`config.mk`:
```
export PLATFORM = sky130hd
export DESIGN_NAME = tlu_dut_rx
export DESIGN_NICKNAME = d
export VERILOG_FILES = /design/src/rtl/tlu_pkg.sv /design/src/rtl/tlu_in_sync.sv /design/src/rtl/tlu_dut_rx.sv
export SDC_FILE = /design/constraint.sdc
export NUM_CORES = 1
export LEC_CHECK = 0
export BUFFER_PORTS_ARGS = -buffer_cell sky130_fd_sc_hd__buf_2
export CELL_PAD_IN_SITES_DETAIL_PLACEMENT = 2
export CELL_PAD_IN_SITES_GLOBAL_PLACEMENT = 2
export CORE_MARGIN = 10
export CORE_UTILIZATION = 36
export DETAILED_ROUTE_END_ITERATION = 16
export GPL_TIMING_DRIVEN = 0
export PLACE_DENSITY = 0.8
export SLEW_MARGIN = 5
export SYNTH_ARGS = -nofsm -noshare
export SYNTH_HDL_FRONTEND = slang
export SYNTH_SLANG_ARGS = --single-unit
export TNS_END_PERCENT = 20
```
`constraint.sdc`:
```
create_clock -name SYS_CLK -period 4.4 [get_ports SYS_CLK]
set_input_delay 1.32 -clock SYS_CLK [delete_from_list [all_inputs] [get_ports SYS_CLK]]
set_output_delay 1.32 -clock SYS_CLK [all_outputs]
set_load 0.01 [all_outputs]
```
`src/rtl/tlu_pkg.sv`:
```
// Shared definitions for the TLU DUT-side receiver: FSM state encoding,
// field widths and the ID masking helper.
package tlu_pkg;

    localparam int TRIG_ID_W = 31;
    localparam int TIMEOUT_W = 16;

    typedef enum logic [2:0] {
        IDLE,
        WAIT_LOW,
        CLK_HI,
        CLK_LO,
        DONE,
        HOLD
    } tlu_state_t;

    // Low n bits set; n=0 gives an all-zero mask.
    function automatic logic [TRIG_ID_W-1:0] id_mask(input logic [4:0] n);
        return TRIG_ID_W'((32'd1 << n) - 32'd1);
    endfunction

endpackage

```
`src/rtl/tlu_in_sync.sv`:
```
// Two-flop synchronizer for an asynchronous TLU cable line, with a third
// register that provides a rising-edge indication on the synchronized level.
module tlu_in_sync (
    input  logic clk,
    input  logic rst,
    input  logic pin,
    output logic level,
    output logic rise
);

    logic meta;
    logic level_q;
    logic prev;

    // Synchronizer chain plus one delay stage for edge detection.
    always_ff @(posedge clk) begin
        if (rst) begin
            meta    <= 1'b0;
            level_q <= 1'b0;
            prev    <= 1'b0;
        end else begin
            meta    <= pin;
            level_q <= meta;
            prev    <= level_q;
        end
    end

    assign level = level_q;
    assign rise  = level_q & ~prev;

endmodule

```
`src/rtl/tlu_dut_rx.sv`:
```
// DUT-side TLU trigger receiver: answers a trigger with TLU_BUSY, clocks the
// trigger ID out of the master LSB first, checks ID continuity and strobes the
// result. Outputs are registered from the current FSM state, so each lags the
// state by one cycle.
// Optional feature: define TLU_DUT_RX_TIMESTAMP_EN to add a 32-bit free-running
// counter and the TRIG_TIMESTAMP output.
module tlu_dut_rx
    import tlu_pkg::*;
#(
    parameter int CLK_HALF_PERIOD = 4
) (
    input  logic                 SYS_CLK,
    input  logic                 SYS_RST,
    input  logic                 ENABLE,
    input  logic [4:0]           N_BITS_TRIGGER_ID,
    input  logic [TIMEOUT_W-1:0] CONF_TIME_OUT,
    input  logic                 DUT_HOLD,
    input  logic                 TLU_TRIGGER,
    input  logic                 TLU_RESET,
    output logic                 TLU_BUSY,
    output logic                 TLU_CLOCK,
    output logic                 TRIG_VALID,
    output logic [TRIG_ID_W-1:0] TRIG_ID,
    output logic                 ID_ERROR,
    output logic                 TIME_OUT,
    output logic                 TLU_RESET_PULSE,
    output logic [15:0]          TRIG_CNT
`ifdef TLU_DUT_RX_TIMESTAMP_EN
    ,
    output logic [31:0]          TRIG_TIMESTAMP
`endif
);

    tlu_state_t           state;
    tlu_state_t           next_state;
    logic [TIMEOUT_W-1:0] timer;
    logic [4:0]           n_lat;
    logic [4:0]           bit_cnt;
    logic [TRIG_ID_W-1:0] shreg;
    logic [TRIG_ID_W-1:0] rx_id;
    logic [TRIG_ID_W-1:0] expect_id;
    logic                 have_prev;
    logic                 trg_s;
    logic                 trg_rise;
    logic                 rst_rise;
    logic                 rst_level_unused;
    logic                 half_done;
    logic                 tmo_fire;
    logic                 start;
    logic                 sample;

    tlu_in_sync u_trg_sync (
        .clk   (SYS_CLK),
        .rst   (SYS_RST),
        .pin   (TLU_TRIGGER),
        .level (trg_s),
        .rise  (trg_rise)
    );

    tlu_in_sync u_rst_sync (
        .clk   (SYS_CLK),
        .rst   (SYS_RST),
        .pin   (TLU_RESET),
        .level (rst_level_unused),
        .rise  (rst_rise)
    );

    assign half_done = (timer == TIMEOUT_W'(CLK_HALF_PERIOD - 1));
    assign tmo_fire  = (state == WAIT_LOW) && trg_s &&
                       (CONF_TIME_OUT != '0) && (timer == CONF_TIME_OUT - 16'd1);
    assign start     = (state == IDLE) && (next_state == WAIT_LOW);
    assign sample    = (state == CLK_LO) && half_done;
    assign rx_id     = shreg & id_mask(n_lat);

    // State register.
    always_ff @(posedge SYS_CLK) begin
        if (SYS_RST) state <= IDLE;
        else         state <= next_state;
    end

    // Next-state logic; a released trigger line wins over a coincident timeout.
    always_comb begin
        next_state = state;
        case (state)
            IDLE:     if (trg_rise && ENABLE) next_state = WAIT_LOW;
            WAIT_LOW: begin
                if (!trg_s)        next_state = (n_lat == 5'd0) ? DONE : CLK_HI;
                else if (tmo_fire) next_state = HOLD;
            end
            CLK_HI:   if (half_done) next_state = CLK_LO;
            CLK_LO:   if (half_done)
                          next_state = (bit_cnt == n_lat - 5'd1) ? DONE : CLK_HI;
            DONE:     next_state = HOLD;
            HOLD:     if (!DUT_HOLD && !trg_s) next_state = IDLE;
            default:  next_state = IDLE;
        endcase
    end

    // Shared phase/timeout timer, restarted on every state change.
    always_ff @(posedge SYS_CLK) begin
        if (SYS_RST || (state != next_state)) timer <= '0;
        else                                  timer <= timer + 16'd1;
    end

    // Bit count and latched ID length for the transaction in flight.
    always_ff @(posedge SYS_CLK) begin
        if (SYS_RST) begin
            n_lat   <= 5'd0;
            bit_cnt <= 5'd0;
        end else if (start) begin
            n_lat   <= N_BITS_TRIGGER_ID;
            bit_cnt <= 5'd0;
        end else if (sample) begin
            bit_cnt <= bit_cnt + 5'd1;
        end
    end

    // ID shift register, sampled on the last cycle of each low phase.
    always_ff @(posedge SYS_CLK) begin
        if (start)       shreg          <= '0;
        else if (sample) shreg[bit_cnt] <= trg_s;
    end

    // Registered handshake and strobe outputs.
    always_ff @(posedge SYS_CLK) begin
        if (SYS_RST) begin
            TLU_BUSY        <= 1'b0;
            TLU_CLOCK       <= 1'b0;
            TRIG_VALID      <= 1'b0;
            ID_ERROR        <= 1'b0;
            TIME_OUT        <= 1'b0;
            TLU_RESET_PULSE <= 1'b0;
            TRIG_ID         <= '0;
            TRIG_CNT        <= 16'd0;
        end else begin
            TLU_BUSY        <= (state != IDLE);
            TLU_CLOCK       <= (state == CLK_HI);
            TRIG_VALID      <= (state == DONE);
            ID_ERROR        <= (state == DONE) && have_prev && (n_lat != 5'd0) &&
                               (rx_id != expect_id);
            TIME_OUT        <= tmo_fire;
            TLU_RESET_PULSE <= rst_rise;
            if (state == DONE) TRIG_ID  <= rx_id;
            if (TRIG_VALID)    TRIG_CNT <= TRIG_CNT + 16'd1;
        end
    end

    // ID continuity history; a TLU reset forgets the previous ID.
    always_ff @(posedge SYS_CLK) begin
        if (SYS_RST) begin
            have_prev <= 1'b0;
            expect_id <= '0;
        end else begin
            if ((state == DONE) && (n_lat != 5'd0))
                expect_id <= (rx_id + 31'd1) & id_mask(n_lat);
            if (rst_rise)
                have_prev <= 1'b0;
            else if ((state == DONE) && (n_lat != 5'd0))
                have_prev <= 1'b1;
        end
    end

`ifdef TLU_DUT_RX_TIMESTAMP_EN
    logic [31:0] ts_cnt;
    logic [31:0] ts_cap;

    // Free-running timestamp counter.
    always_ff @(posedge SYS_CLK) begin
        if (SYS_RST) ts_cnt <= 32'd0;
        else         ts_cnt <= ts_cnt + 32'd1;
    end

    // Capture at transaction start, publish together with TRIG_VALID.
    always_ff @(posedge SYS_CLK) begin
        if (SYS_RST) begin
            ts_cap         <= 32'd0;
            TRIG_TIMESTAMP <= 32'd0;
        end else begin
            if (start)         ts_cap         <= ts_cnt;
            if (state == DONE) TRIG_TIMESTAMP <= ts_cap;
        end
    end
`endif

endmodule

```
Yosys cells after proc, flatten, opt, wreduce, memory -nomap -nowiden

Cells that the tools add are included.

$add $sub $neg: 7
Multipliers: 0
Div/mod/pow operators: 0
$lt $le $gt $ge: 2
Eq/ne operators: 11
Shift-type cells: 1
Multiplexer cells: 12
Bitwise gates (word level): 6
Reductions and logical operators: 22

Operators with widths:

| kind                                                               | count |
|---|---|
| AND 31 bit                                                         | 2 |
| adder 16 x 1 -> 16 bit (second input constant)                     | 2 |
| adder 31 x 1 -> 31 bit (second input constant)                     | 1 |
| bitwise mux 31 bit                                                 | 1 |
| inequality test 31 bit                                             | 1 |
| << shifter 1 x 5 -> 31 bit (first input constant)                  | 1 |
| subtractor 31 x 1 -> 31 bit (second input constant)                | 1 |
| 2-to-1 mux 3 bit                                                   | 8 |
| case mux 3 bit (6 select lines)                                    | 1 |
| == test 16 bit                                                     | 1 |
| == test 16 x 2 -> 1 bit (second input constant)                    | 1 |
| nonzero test 16 bit                                                | 1 |
| subtractor 16 x 1 -> 16 bit (second input constant)                | 1 |
| logical AND 1 bit                                                  | 12 |
| == test 3 x 1 -> 1 bit (second input constant)                     | 2 |
| == test 3 x 2 -> 1 bit (second input constant)                     | 2 |
| == test 3 bit (second input constant)                              | 2 |
| less-than comparator 5 x 6 -> 1 bit (second input constant)        | 1 |
| adder 5 x 1 -> 5 bit (second input constant)                       | 1 |
| demux 1 bit (select 5 bit)                                         | 1 |
| == test 5 bit                                                      | 1 |
| greater-or-equal comparator 5 x 1 -> 1 bit (second input constant) | 1 |
| logical NOT 5 bit                                                  | 1 |
| nonzero test 5 bit                                                 | 1 |
| 10 further kinds                                                   | 14 |

Flip-flop bits (word level): 151
Latch bits: 0
Memory bits (writable): 0
Memory bits (read-only): 0
Logic and storage cells: 82
Memories: 0

Depth between registers and ports, before layout

Depth in word-level cells: 10
Mapped depth: 16

By module

From an unflattened synthesis, not the netlist that was laid out.

Cell total of the unflattened synthesis: 1198
Area total of the unflattened synthesis: 9310.2 sq um

By module, submodules not included:

| module      | instances | cells each | area each (sq um) |
|---|---|---|---|
| tlu_dut_rx  | 1         | 1184       | 9135.0 |
| tlu_in_sync | 2         | 7          | 87.6 |

Worst setup path after synthesis

No wires, ideal clock.

Path kind: reg-to-reg
Start point: register n_lat[0]
End point: register expect_id[21]
Data arrival time: 3.910 ns
Slack: 0.372 ns
Stages on the path, launching flop included: 15
Buffers on the path: 2
Period minus slack after synthesis: 4.028 ns
Path through: dfxtp_1 -> inv_1 -> ha_1 -> buf_2 -> or4b_2 -> clkbuf_1 -> ha_1 -> o2111ai_1 -> mux2_2 -> nand4b_1 -> nor4_1 -> nand3_1 -> nor4_1 -> xor2_1 -> a32o_1

Longest elaborated chain between the ends: 5
Elaborated cells on any way between the ends: 7

RTL lines:

| item                        | RTL line          | text |
|---|---|---|
| start, declared             | tlu_dut_rx.sv:37  | `logic [4:0] n_lat;` |
| start signal, assigned      | tlu_dut_rx.sv:108 | `n_lat <= 5'd0;` |
| start signal, assigned      | tlu_dut_rx.sv:111 | `n_lat <= N_BITS_TRIGGER_ID;` |
| << shifter 1 x 5 -> 31 bit  | tlu_pkg.sv:19     | `return TRIG_ID_W'((32'd1 << n) - 32'd1);` |
| subtractor 31 x 1 -> 31 bit | tlu_pkg.sv:19     |  |
| AND 31 bit                  | tlu_dut_rx.sv:73  | `assign rx_id = shreg & id_mask(n_lat);` |
| adder 31 x 1 -> 31 bit      | tlu_dut_rx.sv:155 | `expect_id <= (rx_id + 31'd1) & id_mask(n_lat);` |
| AND 31 bit                  | tlu_dut_rx.sv:155 |  |
| end signal, assigned        | tlu_dut_rx.sv:155 |  |
| end, declared               | tlu_dut_rx.sv:41  | `logic [TRIG_ID_W-1:0] expect_id;` |

Several ways; a longest one is shown, not always the timed one.
A chain may end at the register's enable or synchronous reset.

Worst setup path in the final report

Start point: register n_lat[0]
End point: register ID_ERROR

Longest elaborated chain between the ends: 5
Elaborated cells on any way between the ends: 7

RTL lines:

| item                        | RTL line          | text |
|---|---|---|
| << shifter 1 x 5 -> 31 bit  | tlu_pkg.sv:19     |  |
| subtractor 31 x 1 -> 31 bit | tlu_pkg.sv:19     |  |
| AND 31 bit                  | tlu_dut_rx.sv:73  |  |
| named net rx_id[1]          | tlu_dut_rx.sv:40  | `logic [TRIG_ID_W-1:0] rx_id;` |
| inequality test 31 bit      | tlu_dut_rx.sv:140 | `(rx_id != expect_id);` |
| logical AND 1 bit           | tlu_dut_rx.sv:139 | `ID_ERROR <= (state == DONE) && have_prev && (n_lat != 5'd0) &&` |
| end signal, assigned        | tlu_dut_rx.sv:139 |  |
| end, declared               | tlu_dut_rx.sv:24  | `output logic ID_ERROR,` |

The timed path passes the listed nets, and every way through them passes these cells.

==> impl_metrics.tcl <==
set metrics [dict create \
    outcome "finished clean" \
    use_met2 0.4090 \
    grt_pass1_wl_um 60390 \
    netlist_area_sq_mm 0.009243 \
    period_share 0.9666 \
    pwr-share-comb 0.122 \
    clock_skew_ns 0.01021 \
    cts_tree "yes" \
    drtAntennaViolNets 0 \
    finalHoldViolations 0 \
    ir_drop_uv 187.5 \
    netSwitchingPower_uw 1042 \
    crit_type "flip-flop to flip-flop" \
    grt_start_max_net_pins 17 \
    post_synth.cell_area_avg_sq_um 7.715 \
    std_cell_rows 58 \
    cts_sinks 151 \
    grt_pass1_vias 10320 \
    rsz0062_at_grt "yes" \
    use_met1 0.2773 \
    port_buffers 79 \
    seq_power_share 0.442 \
    setup_viol 0 \
    p_leak_uw 0.003991 \
    crit_family "simple AND/OR/NAND/NOR gates" \
    n_antenna_cell 0 \
    syn-num-nets 1239 \
    cp_data_arrival_time_ns 4.57 \
    first_pass_iters 5 \
    gp_routability_congestion 0.9167 \
    die_h_um 180.2 \
    die_area_sq_mm 0.03248 \
    cp.required_ns 4.71 \
    cts_htree_levels 4 \
    via_per_inst 5.852 \
    clkTransAtPathRegs_ns 0.07 \
    core-area_sq_mm 0.02525 \
    fmax_ghz 0.2351 \
    ioPinCount 80 \
    hpwl_um 29480 \
    vias 9592 \
    clockPowerShare 0.435 \
    use_met3 0.03695 \
    post-route-util 0.4336 \
    initial_utilization 0.3660 \
    nets 1337 \
    maxCapViolations 0 \
    grt-ovfl-total 0 \
    synth_edf_count 0 \
    cts-buffers-inserted 17 \
    powerDensity_mw_per_mm2 307.1 \
    antenna_found_initial 0 \
    drc 0 \
    drv_slew 0 \
    cts_root_buffer "clkbuf_16" \
    synthFlopType "dfxtp_1" \
    synthCells 1198 \
    crit_fanout 9 \
    grt_util_all_layers 0.2324 \
    cp-start-kind "flip-flop" \
    p_int_uw 2321 \
    drt_iter0_drc 597 \
    period_needed_ns 4.253 \
    wl_per_cell_um 23.72 \
    drt-total-wl_um 38880 \
    whs_ns 0.4215 \
    switching_share 0.3099 \
    max_slew_margin 0.4274 \
    async_reset_ff_frac 0 \
    critPathMaxStageDelay_ns 0.58 \
    die_x_um 180.2 \
    synthToLayoutAreaGrowth_pct 18.48 \
    ys.warnings.count 0 \
    ys_seq_area_frac 0.3271 \
    synth_cell_types 76 \
    path_common_cell "o2111ai_1" \
    endpoint_kind "flip-flop" \
    fill_cells 2948 \
    crit_slowest_cell "or4b_4" \
    power.total_uw 3363 \
    drive_gt1_frac 0.1566 \
    crit_buf_inv 2 \
    cts_buffer_depth 2 \
    worstSkewPairLatency_ns 0.44 \
    ys_ff_latch 151 \
    hold_path_class "flip-flop to flip-flop" \
    crit_chain "inv_1 > ha_1 > clkbuf_4 > or4b_4 > ha_2 > nor2b_4 > xnor2_2 > o2111ai_1 > a2111oi_1 > o2111ai_1 > nor4b_2 > nand4_1 > or3_1 > o311a_1" \
    tightest_slew_ns 0.8474 \
    top_usage_layer "met2" \
]
placed cells by master (no fill, tap or decap), types with 22 or more instances in the layout:
cell,n
nor3_1,32
buf_2,87
xnor2_1,53
nor2_1,170
o21ai_0,51
xor2_1,60
a21oi_1,89
nand2_1,118
clkbuf_1,55
mux2i_1,22
inv_1,25
dfxtp_1,150
nand3_1,35
state kept, by name, summed over array words and instances, names as in the netlist:
signal / flops
TRIG_ID: 31
expect_id: 31
shreg: 31
TRIG_CNT: 16
timer: 16
bit_cnt: 5
n_lat: 5
state: 3
ID_ERROR: 1
TIME_OUT: 1
TLU_BUSY: 1
TLU_CLOCK: 1
TLU_RESET_PULSE: 1
TRIG_VALID: 1
have_prev: 1
u_rst_sync.level: 1
u_rst_sync.meta: 1
u_rst_sync.prev: 1
u_trg_sync.level: 1
u_trg_sync.meta: 1
u_trg_sync.prev: 1
what timing repair did:
action                                  4_1_cts  5_1_grt
buffers inserted                              2        0
pin swaps                                     2        1
endpoints found under the setup margin       20       25
hold buffers                                  0        0
gates resized for setup                      39       34
worst paths after layout:
check | endpoint | cells past startpoint | from | slack (ns)
max | ID_ERROR | 14 | n_lat[0] | 0.15
min | TLU_RESET_PULSE | 1 | u_rst_sync.prev | 0.42
max reg2reg | ID_ERROR | 14 | n_lat[0] | 0.15
min reg2reg | TLU_RESET_PULSE | 1 | u_rst_sync.prev | 0.42
cell type report:
cell class,count,area [sq um],area share
inverter,25,93.84,0.008569
timing repair buffer,81,410.4,0.03748
clock buffer,18,439.2,0.04011
sequential,151,3024,0.2762
clock inverter,14,133.9,0.01223
multi-input combinational,945,6110,0.5579
buffer,75,326.6,0.02982
tap,330,412.9,0.03771
worst register-to-register path, delay by kind of cell, from the launching register on:
| family | cells | cell delay [ns] |
|---|---|---|
| compound gates | 4 | 1.12 |
| xor+xnor | 1 | 0.17 |
| buf+inv | 2 | 0.33 |
| fa+ha+maj | 2 | 0.54 |
| simple gates | 5 | 1.61 |
| flops | 1 | 0.36 |
Yosys cell counts (5+ instances only):
cell	count	share of area
nand4_1	15	0.010
a32o_1	11	0.012
o21ai_0	54	0.029
o22ai_1	7	0.0047
nor3_1	38	0.021
nand3b_1	8	0.0065
mux2_2	7	0.0085
buf_2	9	0.0049
nand2_1	119	0.048
or4_1	6	0.0049
clkbuf_1	64	0.026
dfxtp_1	151	0.33
a22oi_1	7	0.0057
inv_1	25	0.010
xnor2_1	56	0.053
a211oi_1	6	0.0049
a21oi_1	90	0.049
nand2b_1	10	0.0068
nand3_1	36	0.019
and3_1	15	0.010
a31oi_1	6	0.0041
nor4_1	17	0.012
and2_1	10	0.0068
o211ai_1	7	0.0057
nor3b_1	5	0.0041
or2_2	12	0.0081
mux2i_1	23	0.025
and4_1	9	0.0085
nor2b_1	22	0.015
xor2_1	61	0.058
nor4bb_1	5	0.0054
ha_1	14	0.019
nor4b_1	8	0.0076
or3_1	10	0.0068
nor2_1	171	0.069
per-stage QoR:
stage	std cells	setup WS, ns	area, sq um	TNS, ns
floorplan	1198	0.3722	9243	0
global placement	1607	-0.7925	10050	-11.34
detailed placement	1607	-0.8409	10050	-13.51
CTS	1640	0.0004952	10810	0
global route	1639	-0.01655	10950	-0.02148
finish	1639	0.1470	10950	0
routing by layer:
layer,part of all wire,wire (um),vias to the layer above
li1,-,-,4419
met3,0.042,1645,74
met5,0,0,-
met1,0.42,16330,4851
met2,0.51,19670,248
met4,0.032,1235,0
power groups by stage:
stage          registers (uW)  clock network [uW]  logic, uW
2_1_floorplan            1470                   0        247
3_3_place_gp             1510                   0        362
3_5_place_dp             1510                   0        376
4_1_cts                  1480                1480        397
5_1_grt                  1490                1550        446
6_report                 1490                1460        412
kinds of logic (layout without fill, tap and decap cells):
family                   Yosys count  after routing  share of synthesized area
AO/OA/AOI/OAI                    240            240                     0.1637
XOR/XNOR                         117            117                     0.1109
adder cells (fa/ha/maj)           14             14                    0.01895
buffers and inverters            102            213                    0.04427
flip-flops                       151            151                     0.3271
multiplexers                      31             31                    0.03506
AND/OR/NAND/NOR                  543            543                     0.3001
Note: power is estimated with default switching activity, not from simulation.
